--- src/rtl/traffic_phase_sequencer.sv ---
// Timed phase sequencer for a 4-way junction: CLEAR / RUN / FORCE with tick-based timing.
// Optional demand-based phase skipping is enabled by defining TLC_DEMAND_SKIP_EN.
module traffic_phase_sequencer #(
  parameter int unsigned CLK_PER_TICK = 1000,
  parameter int unsigned PHASE_TICKS  = 20,
  parameter int unsigned ALLRED_TICKS = 2,
  parameter int unsigned CNT_W        = 16
) (
  input  logic       clk_i,
  input  logic       rst_ni,
  input  logic       hold_i,
  input  logic       force_red_i,
  input  logic [3:0] req_i,
  output logic [1:0] state_o,
  output logic       lamp_en_o,
  output logic       phase_start_o
);

  localparam logic [CNT_W-1:0] PrescLast  = CNT_W'(CLK_PER_TICK - 1);
  localparam logic [CNT_W-1:0] PhaseLast  = CNT_W'(PHASE_TICKS - 1);
  localparam logic [CNT_W-1:0] AllredLast = CNT_W'(ALLRED_TICKS - 1);
  localparam logic [CNT_W-1:0] CntOne     = CNT_W'(1);

  typedef enum logic [1:0] {StClear, StRun, StForce} fsm_e;

  fsm_e             fsm_q, fsm_d;
  logic [1:0]       state_q, state_d;
  logic [1:0]       next_phase_q, next_phase_d;
  logic [1:0]       adv_phase;
  logic             lamp_en_q, lamp_en_d;
  logic             phase_start_q, phase_start_d;
  logic [CNT_W-1:0] presc_q, presc_d;
  logic [CNT_W-1:0] timer_q, timer_d;
  logic             tick;
  logic             timer_zero;

  assign tick       = (presc_q == PrescLast);
  assign timer_zero = (timer_q == '0);

`ifdef TLC_DEMAND_SKIP_EN
  logic [1:0] cand;

  // Scan farthest-first so the nearest requesting phase (state+1 first, state last) wins.
  always_comb begin
    adv_phase = state_q + 2'd1;
    cand      = state_q;
    for (int k = 4; k >= 1; k--) begin
      cand = state_q + 2'(k);
      if (req_i[cand]) begin
        adv_phase = cand;
      end
    end
  end
`else
  logic unused_req;

  assign unused_req = ^req_i;
  assign adv_phase  = state_q + 2'd1;
`endif

  always_ff @(posedge clk_i or negedge rst_ni) begin
    if (!rst_ni) begin
      fsm_q         <= StClear;
      state_q       <= 2'b00;
      next_phase_q  <= 2'b00;
      lamp_en_q     <= 1'b0;
      phase_start_q <= 1'b0;
      presc_q       <= '0;
      timer_q       <= AllredLast;
    end else begin
      fsm_q         <= fsm_d;
      state_q       <= state_d;
      next_phase_q  <= next_phase_d;
      lamp_en_q     <= lamp_en_d;
      phase_start_q <= phase_start_d;
      presc_q       <= presc_d;
      timer_q       <= timer_d;
    end
  end

  always_comb begin
    fsm_d        = fsm_q;
    state_d      = state_q;
    next_phase_d = next_phase_q;
    presc_d      = presc_q;
    timer_d      = timer_q;
    unique case (fsm_q)
      StClear: begin
        if (force_red_i) begin
          fsm_d   = StForce;
          presc_d = '0;
        end else if (tick) begin
          presc_d = '0;
          if (timer_zero) begin
            fsm_d   = StRun;
            state_d = next_phase_q;
            timer_d = PhaseLast;
          end else begin
            timer_d = timer_q - CntOne;
          end
        end else begin
          presc_d = presc_q + CntOne;
        end
      end
      StRun: begin
        // Expiry outranks hold, so a hold on the final clk does not extend the phase.
        if (force_red_i) begin
          fsm_d        = StForce;
          presc_d      = '0;
          next_phase_d = adv_phase;
        end else if (tick && timer_zero) begin
          fsm_d        = StClear;
          presc_d      = '0;
          timer_d      = AllredLast;
          next_phase_d = adv_phase;
        end else if (!hold_i) begin
          if (tick) begin
            presc_d = '0;
            timer_d = timer_q - CntOne;
          end else begin
            presc_d = presc_q + CntOne;
          end
        end
      end
      StForce: begin
        if (!force_red_i) begin
          fsm_d   = StClear;
          presc_d = '0;
          timer_d = AllredLast;
        end
      end
      default: begin
        fsm_d   = StClear;
        presc_d = '0;
        timer_d = AllredLast;
      end
    endcase
  end

  always_comb begin
    lamp_en_d     = (fsm_d == StRun);
    phase_start_d = (fsm_q == StClear) && (fsm_d == StRun);
  end

  assign state_o       = state_q;
  assign lamp_en_o     = lamp_en_q;
  assign phase_start_o = phase_start_q;

endmodule
--- config.mk ---
export PLATFORM = sky130hd
export DESIGN_NAME = traffic_phase_sequencer
export DESIGN_NICKNAME = d
export VERILOG_FILES = /design/src/rtl/traffic_phase_sequencer.sv
export SDC_FILE = /design/constraint.sdc
export NUM_CORES = 1
export LEC_CHECK = 0
export CAP_MARGIN = 40
export CORE_ASPECT_RATIO = 1.25
export CORE_UTILIZATION = 59
export CTS_CLUSTER_DIAMETER = 100
export DETAILED_ROUTE_END_ITERATION = 10
export PLACE_DENSITY = 0.79
export SYNTH_ARGS = -nofsm -noshare
export SYNTH_HDL_FRONTEND = slang
export SYNTH_SLANG_ARGS = --single-unit
--- constraint.sdc ---
create_clock -name clk_i -period 2.3 [get_ports clk_i]
set_input_delay 0.69 -clock clk_i [delete_from_list [all_inputs] [get_ports clk_i]]
set_output_delay 0.69 -clock clk_i [all_outputs]
set_load 0.05 [all_outputs]
==> results of run 1 <==
==> synth_stat cells (all sizes together) (7+ instances only) <==
master / instances / share of area
or3: 20 / 0.054
inv: 8 / 0.013
nand4: 9 / 0.024
nor2: 15 / 0.024
nand3: 11 / 0.024
o21ai: 24 / 0.052
nor4: 7 / 0.035
or4: 8 / 0.026
clkbuf: 9 / 0.015
o31ai: 12 / 0.039
dfrtp: 39 / 0.42
a21oi: 29 / 0.065
nand2: 16 / 0.026
==> kinds of logic after synthesis <==
| logic type | count (synthesis) | share of synthesized area |
|---|---|---|
| multiplexers | 4 | 0.01899 |
| AND/OR/NAND/NOR | 109 | 0.2854 |
| AO/OA/AOI/OAI | 78 | 0.2051 |
| buffers and inverters | 19 | 0.03201 |
| flip-flops | 40 | 0.4346 |
| adder cells (fa/ha/maj) | 3 | 0.01628 |
| XOR/XNOR | 2 | 0.007598 |
==> final timing paths <==
check / slack [ns] / startpoint / endpoint / cells past startpoint
min in group clk_i: 0.50 / next_phase_q[0] / state_o[0] / 1
worst max-delay path: 0.08 / presc_q[13] / state_o[1] / 5
worst max register to register: 0.08 / presc_q[13] / state_o[1] / 5
max in group asynchronous: 1.39 / rst_ni / timer_q[0] / 2
worst min register to register: 0.50 / next_phase_q[0] / state_o[0] / 1
worst min-delay path: 0.35 / rst_ni / phase_start_o / 1
==> routing by layer <==
layer	GRT usage	vias up
met5	0	-
met4	0.1190	0
met3	0.04278	16
met2	0.5504	46
met1	0.3369	1105
li1	-	1063
==> state kept, by name, indices dropped and copies added (netlist names) <==
signal / flops
presc_q: 16
timer_q: 16
fsm_q: 2
next_phase_q: 2
state_o: 2
lamp_en_o: 1
phase_start_o: 1
==> timing repair <==
action                                  CTS  global route
endpoints found under the setup margin   11            25
pin swaps                                 0             2
resized for setup                         1            10
buffers inserted                          0             1
gates cloned                              0             1
hold endpoints to repair                  0             0
==> placed cells by master (no fill, tap or decap), types with 2 or more instances in the layout <==
cell type,n
dfrtp_1,39
buf_4,39
a21oi_1,28
o21ai_0,24
or3_1,19
nand2_1,16
nor2_1,14
o31ai_1,12
nand3_1,11
nand4_1,9
inv_1,8
or4_1,7
clkbuf_8,7
clkdlybuf4s50_1,5
and4_1,4
and3_1,4
nor4_4,3
nor4_1,3
nand2b_1,3
ha_1,3
nand4b_1,2
a41oi_1,2
mux2_1,2
a21boi_0,2
and2_1,2
a31oi_1,2
==> power groups by stage <==
stage	clock network (µW)	registers, µW	logic [µW]
after CTS	631	868	648
after detailed placement	0	880	639
after global routing	657	891	741
after global placement	0	876	621
after floorplan	0	861	382
final	631	879	676
==> area by class of cell <==
cell class / instances / area [µm²]
clock buffers: 7 / 96.34
clock inverters: 1 / 30.03
fillers: 253 / 874.6
inverters: 8 / 30.03
repair buffers: 47 / 380.4
multi-input cells: 197 / 1290
well taps: 40 / 50.05
flip-flops and latches: 40 / 1002
==> through the flow <==
stage | setup TNS, ns | cells
3_3_place_gp | -4.398 | 330
4_1_cts | 0 | 338
5_1_grt | -0.003768 | 340
2_1_floorplan | 0 | 255
3_5_place_dp | -5.153 | 330
6_report | 0 | 340
==> impl_metrics.toml, run 1 <==
[timing]
min_period_ns = 2.217
max_freq_mhz = 451.0
setup_violations = 0
fin_hold_ws_ns = 0.3481
fin_skew_ns = 0.005980
finalWorstSetupSlack_ns = 0.08263
hold_violations = 0
relSlewSlack = 0.6659
period_share = 0.9641
slew_violations = 0
worstMarginPinSlew_ns = 0.5011

[layout]
drive_gt1_frac = 0.2167
nets = 310
fin_util = 0.7670
area_growth_pct = 24.85
final_area_um2 = 2879
diodes = 0

[die]
start_util = 0.6143
die_area_um2 = 4164
die_h_um = 71.90
pin_count = 12
core.rowCount = 25
die_w_um = 57.92
fp.coreArea_um2 = 3754

[pwr]
ir_worst_vdd_v = 0.0003719
pwr-share-seq = 0.402
switchingPower_uw = 697.5
intPower_uw = 1489
powerDensity_nw_per_um2 = 759.3
clkPwrFrac = 0.289
power_uw = 2186
swShare = 0.3191
combPwrFrac = 0.309
leakagePower_uw = 0.001242

[yosys]
syn-num-nets = 266
synth_edf_count = 0
seq_area_frac_synth = 0.4346
synth-seq-cells = 40
synth_cell_types = 45
syn-instance-count = 255
ys.flop_type = "dfrtp_1"
synthArstFlopShare = 1.000
yosysWarnings = 0
syn-cell-area_um2 = 2306
synth_area_per_cell_um2 = 9.043

[detailed_routing]
first_pass_iters = 7
drt-wirelength-per-cell_um = 17.27
route.detailed.drc = 1
drt_iter0_markers = 127
route.antenna.remaining_nets = 0
routed_via_density = 6.559
routed.top_layer = "met4"
wl_met1_um = 2356
wl_um = 5873
vias = 2230
wl_met2_um = 3166
wl_met3_um = 200

[worst_setup_path]
crit_required_ns = 2.48
crit_chain = "or4_4, nor4_4, nand2_1, or3_4, mux2_1"
worstPathMaxFanout = 3
path_buf_inv = 0
critPathCaptureType = "register"
worstPathArrival_ns = 2.40
critPathLaunchType = "register"
path_delay_family = "simple AND/OR/NAND/NOR gates"
cp_slowest_cell = "or4_4"
path_class = "register to register"
cpPeakStageDelay_ns = 0.57

[clock_network]
clock_latency_ns = 0.30
cts.sinks = 40
clk_pin_slew_ns = 0.08
cts_tree = "yes"
cts_buffers = 5
htree_levels = 2
cts_hold_buffers = 0
clk_path_buf_depth = 2
clock_tree.root_cell = "clkbuf_8"

[place]
placed_cell_area_um2 = 2683
post-place-ws_ns = -0.2605
hpwl_um = 4024
place_congestion = 0.8571
port_buffers = 7

[outcome]
status = "complete, but fails checks"
violations = "DRC"

[global_route]
track_usage = 0.2967
grt_max_degree = 22
antenna_found_initial = 0
grt_pass1_wl_um = 9418
grt_pass1_vias = 2176
grt.overflow.total = 0

[worst_hold_path]
hp-class = "input port to asynchronous set/reset pin"

[flow_run]
cap_viol_max_count = 0
No activity file was read; power rests on OpenSTA's default activity.
==> run 2, diff against run 1 <==
- CAP_MARGIN: 40 -> default
- CTS_CLUSTER_DIAMETER: 100 -> default
- SKIP_CTS_REPAIR_TIMING: default -> 1
==> run 2 against run 1 <==
  * The flow still finishes with violations (DRC)
  * Critical path depth unchanged
  * Sequential cell count unchanged
  * Final cell count unchanged
==> impl_metrics.toml, run 2 (synthesis gave the netlist of run 1 again) <==
[layout]
final_cell_mix = "dfrtp_1 (39), buf_4 (39), a21oi_1 (28)"
drive_gt1_frac = 0.2167
largestRegisters = "presc_q: 16 flops, timer_q: 16 flops"
diodes = 0
fin_util = 0.7670
nets = 310
area_growth_pct = 24.85

[detailed_routing]
wl_um = 5883
wl_met3_um = 233
vias = 2247
drt_iter0_markers = 127
first_pass_iters = 8
route.detailed.drc = 1
routed.top_layer = "met4"
wl_met2_um = 3189
routed_via_density = 6.609
drt-wirelength-per-cell_um = 17.30
wl_met1_um = 2330
route.antenna.remaining_nets = 0

[pwr]
leakagePower_uw = 0.001242
powerDensity_nw_per_um2 = 760.8
ir_worst_vdd_v = 0.0003748

[outcome]
violations = "DRC"
status = "complete, but fails checks"

[worst_setup_path]
worstPathMaxFanout = 3
crit_required_ns = 2.48
path_class = "register to register"
path_buf_inv = 0
critPathLaunchType = "register"
path_delay_family = "simple AND/OR/NAND/NOR gates"
worstPathArrival_ns = 2.40
cpPeakStageDelay_ns = 0.57
crit_chain = "or4_4, nor4_4, nand2_1, or3_4, mux2_1"
cp_slowest_cell = "or4_4"
critPathCaptureType = "register"

[clock_network]
cts_buffers = 5
clk_path_buf_depth = 2
clk_pin_slew_ns = 0.08
cts.sinks = 40
cts_tree = "yes"
clock_tree.root_cell = "clkbuf_8"
htree_levels = 2
clock_latency_ns = 0.30

[global_route]
grt_pass1_vias = 2180
track_usage = 0.2967
grt.overflow.total = 0
grt_max_degree = 22
antenna_found_initial = 0
grt_pass1_wl_um = 9425

[flow_run]
cap_viol_max_count = 0

[die]
start_util = 0.6143
core.rowCount = 25
pin_count = 12
die_w_um = 57.92
fp.coreArea_um2 = 3754
die_h_um = 71.90
die_area_um2 = 4164

[timing]
period_share = 0.9645
hold_violations = 0
fin_skew_ns = 0.004777
max_freq_mhz = 450.8
fin_tns_setup_ns = 0
worstMarginPinSlew_ns = 0.4980
slew_violations = 0
relSlewSlack = 0.6680
fin_hold_ws_ns = 0.3462
setup_violations = 0
min_period_ns = 2.218
finalWorstSetupSlack_ns = 0.08163

[place]
port_buffers = 7
place_congestion = 0.8571
hpwl_um = 4024
post-place-ws_ns = -0.2605

[worst_hold_path]
hp-class = "input port to asynchronous set/reset pin"
==> run 2: cell counts in the layout (fill, tap and decap cells not counted) <==
No cell type changed its count.
==> run 2: layout make-up <==
| class | instances | area [µm²] |
|---|---|---|
| repair buffers | 47 | 380.4 |
| well taps | 40 | 50.05 |
| flip-flops and latches | 40 | 1002 |
| inverters | 8 | 30.03 |
| clock buffers | 7 | 96.34 |
| multi-input cells | 197 | 1290 |
| fillers | 253 | 874.6 |
| clock inverters | 1 | 30.03 |
==> run 2: path summary, 6_finish.rpt <==
path	startpoint	slack [ns]	end	cells past startpoint
worst max register to register	presc_q[13]	0.08	state_o[1]	5
worst max-delay path	presc_q[13]	0.08	state_o[1]	5
worst min register to register	next_phase_q[0]	0.50	state_o[0]	1
min in group clk_i	next_phase_q[0]	0.50	state_o[0]	1
max in group asynchronous	rst_ni	1.39	timer_q[0]	2
worst min-delay path	rst_ni	0.35	phase_start_o	1
==> run 2: layer usage <==
layer	vias to the layer above	track usage
li1	1065	-
met1	1110	0.3381
met2	60	0.5466
met3	12	0.04278
met4	0	0.1243
met5	-	0
==> run 2: stage by stage <==
stage	cell area [µm²]	power, µW	instances
after CTS	2809	2143	338
after global routing	2879	2290	340
after global placement	2683	1497	330
after detailed placement	2683	1519	330
after floorplan	2306	1243	255
final	2879	2190	340
==> run 2: worst reg2reg max path, cell delays in order (launching register included) <==
cell	delay (ns)
dfrtp_1	0.42
or4_4	0.57
nor4_4	0.27
nand2_1	0.14
or3_4	0.38
mux2_1	0.33
==> run 2: where the power goes <==
group / internal [µW] / switching [µW] / leakage [µW] / total (µW)
Combinational: 322 / 355 / 0.000635 / 676
Clock: 383 / 251 / 0.0000645 / 634
Sequential: 784 / 96.3 / 0.000542 / 880
Total: 1490 / 702 / 0.00124 / 2190
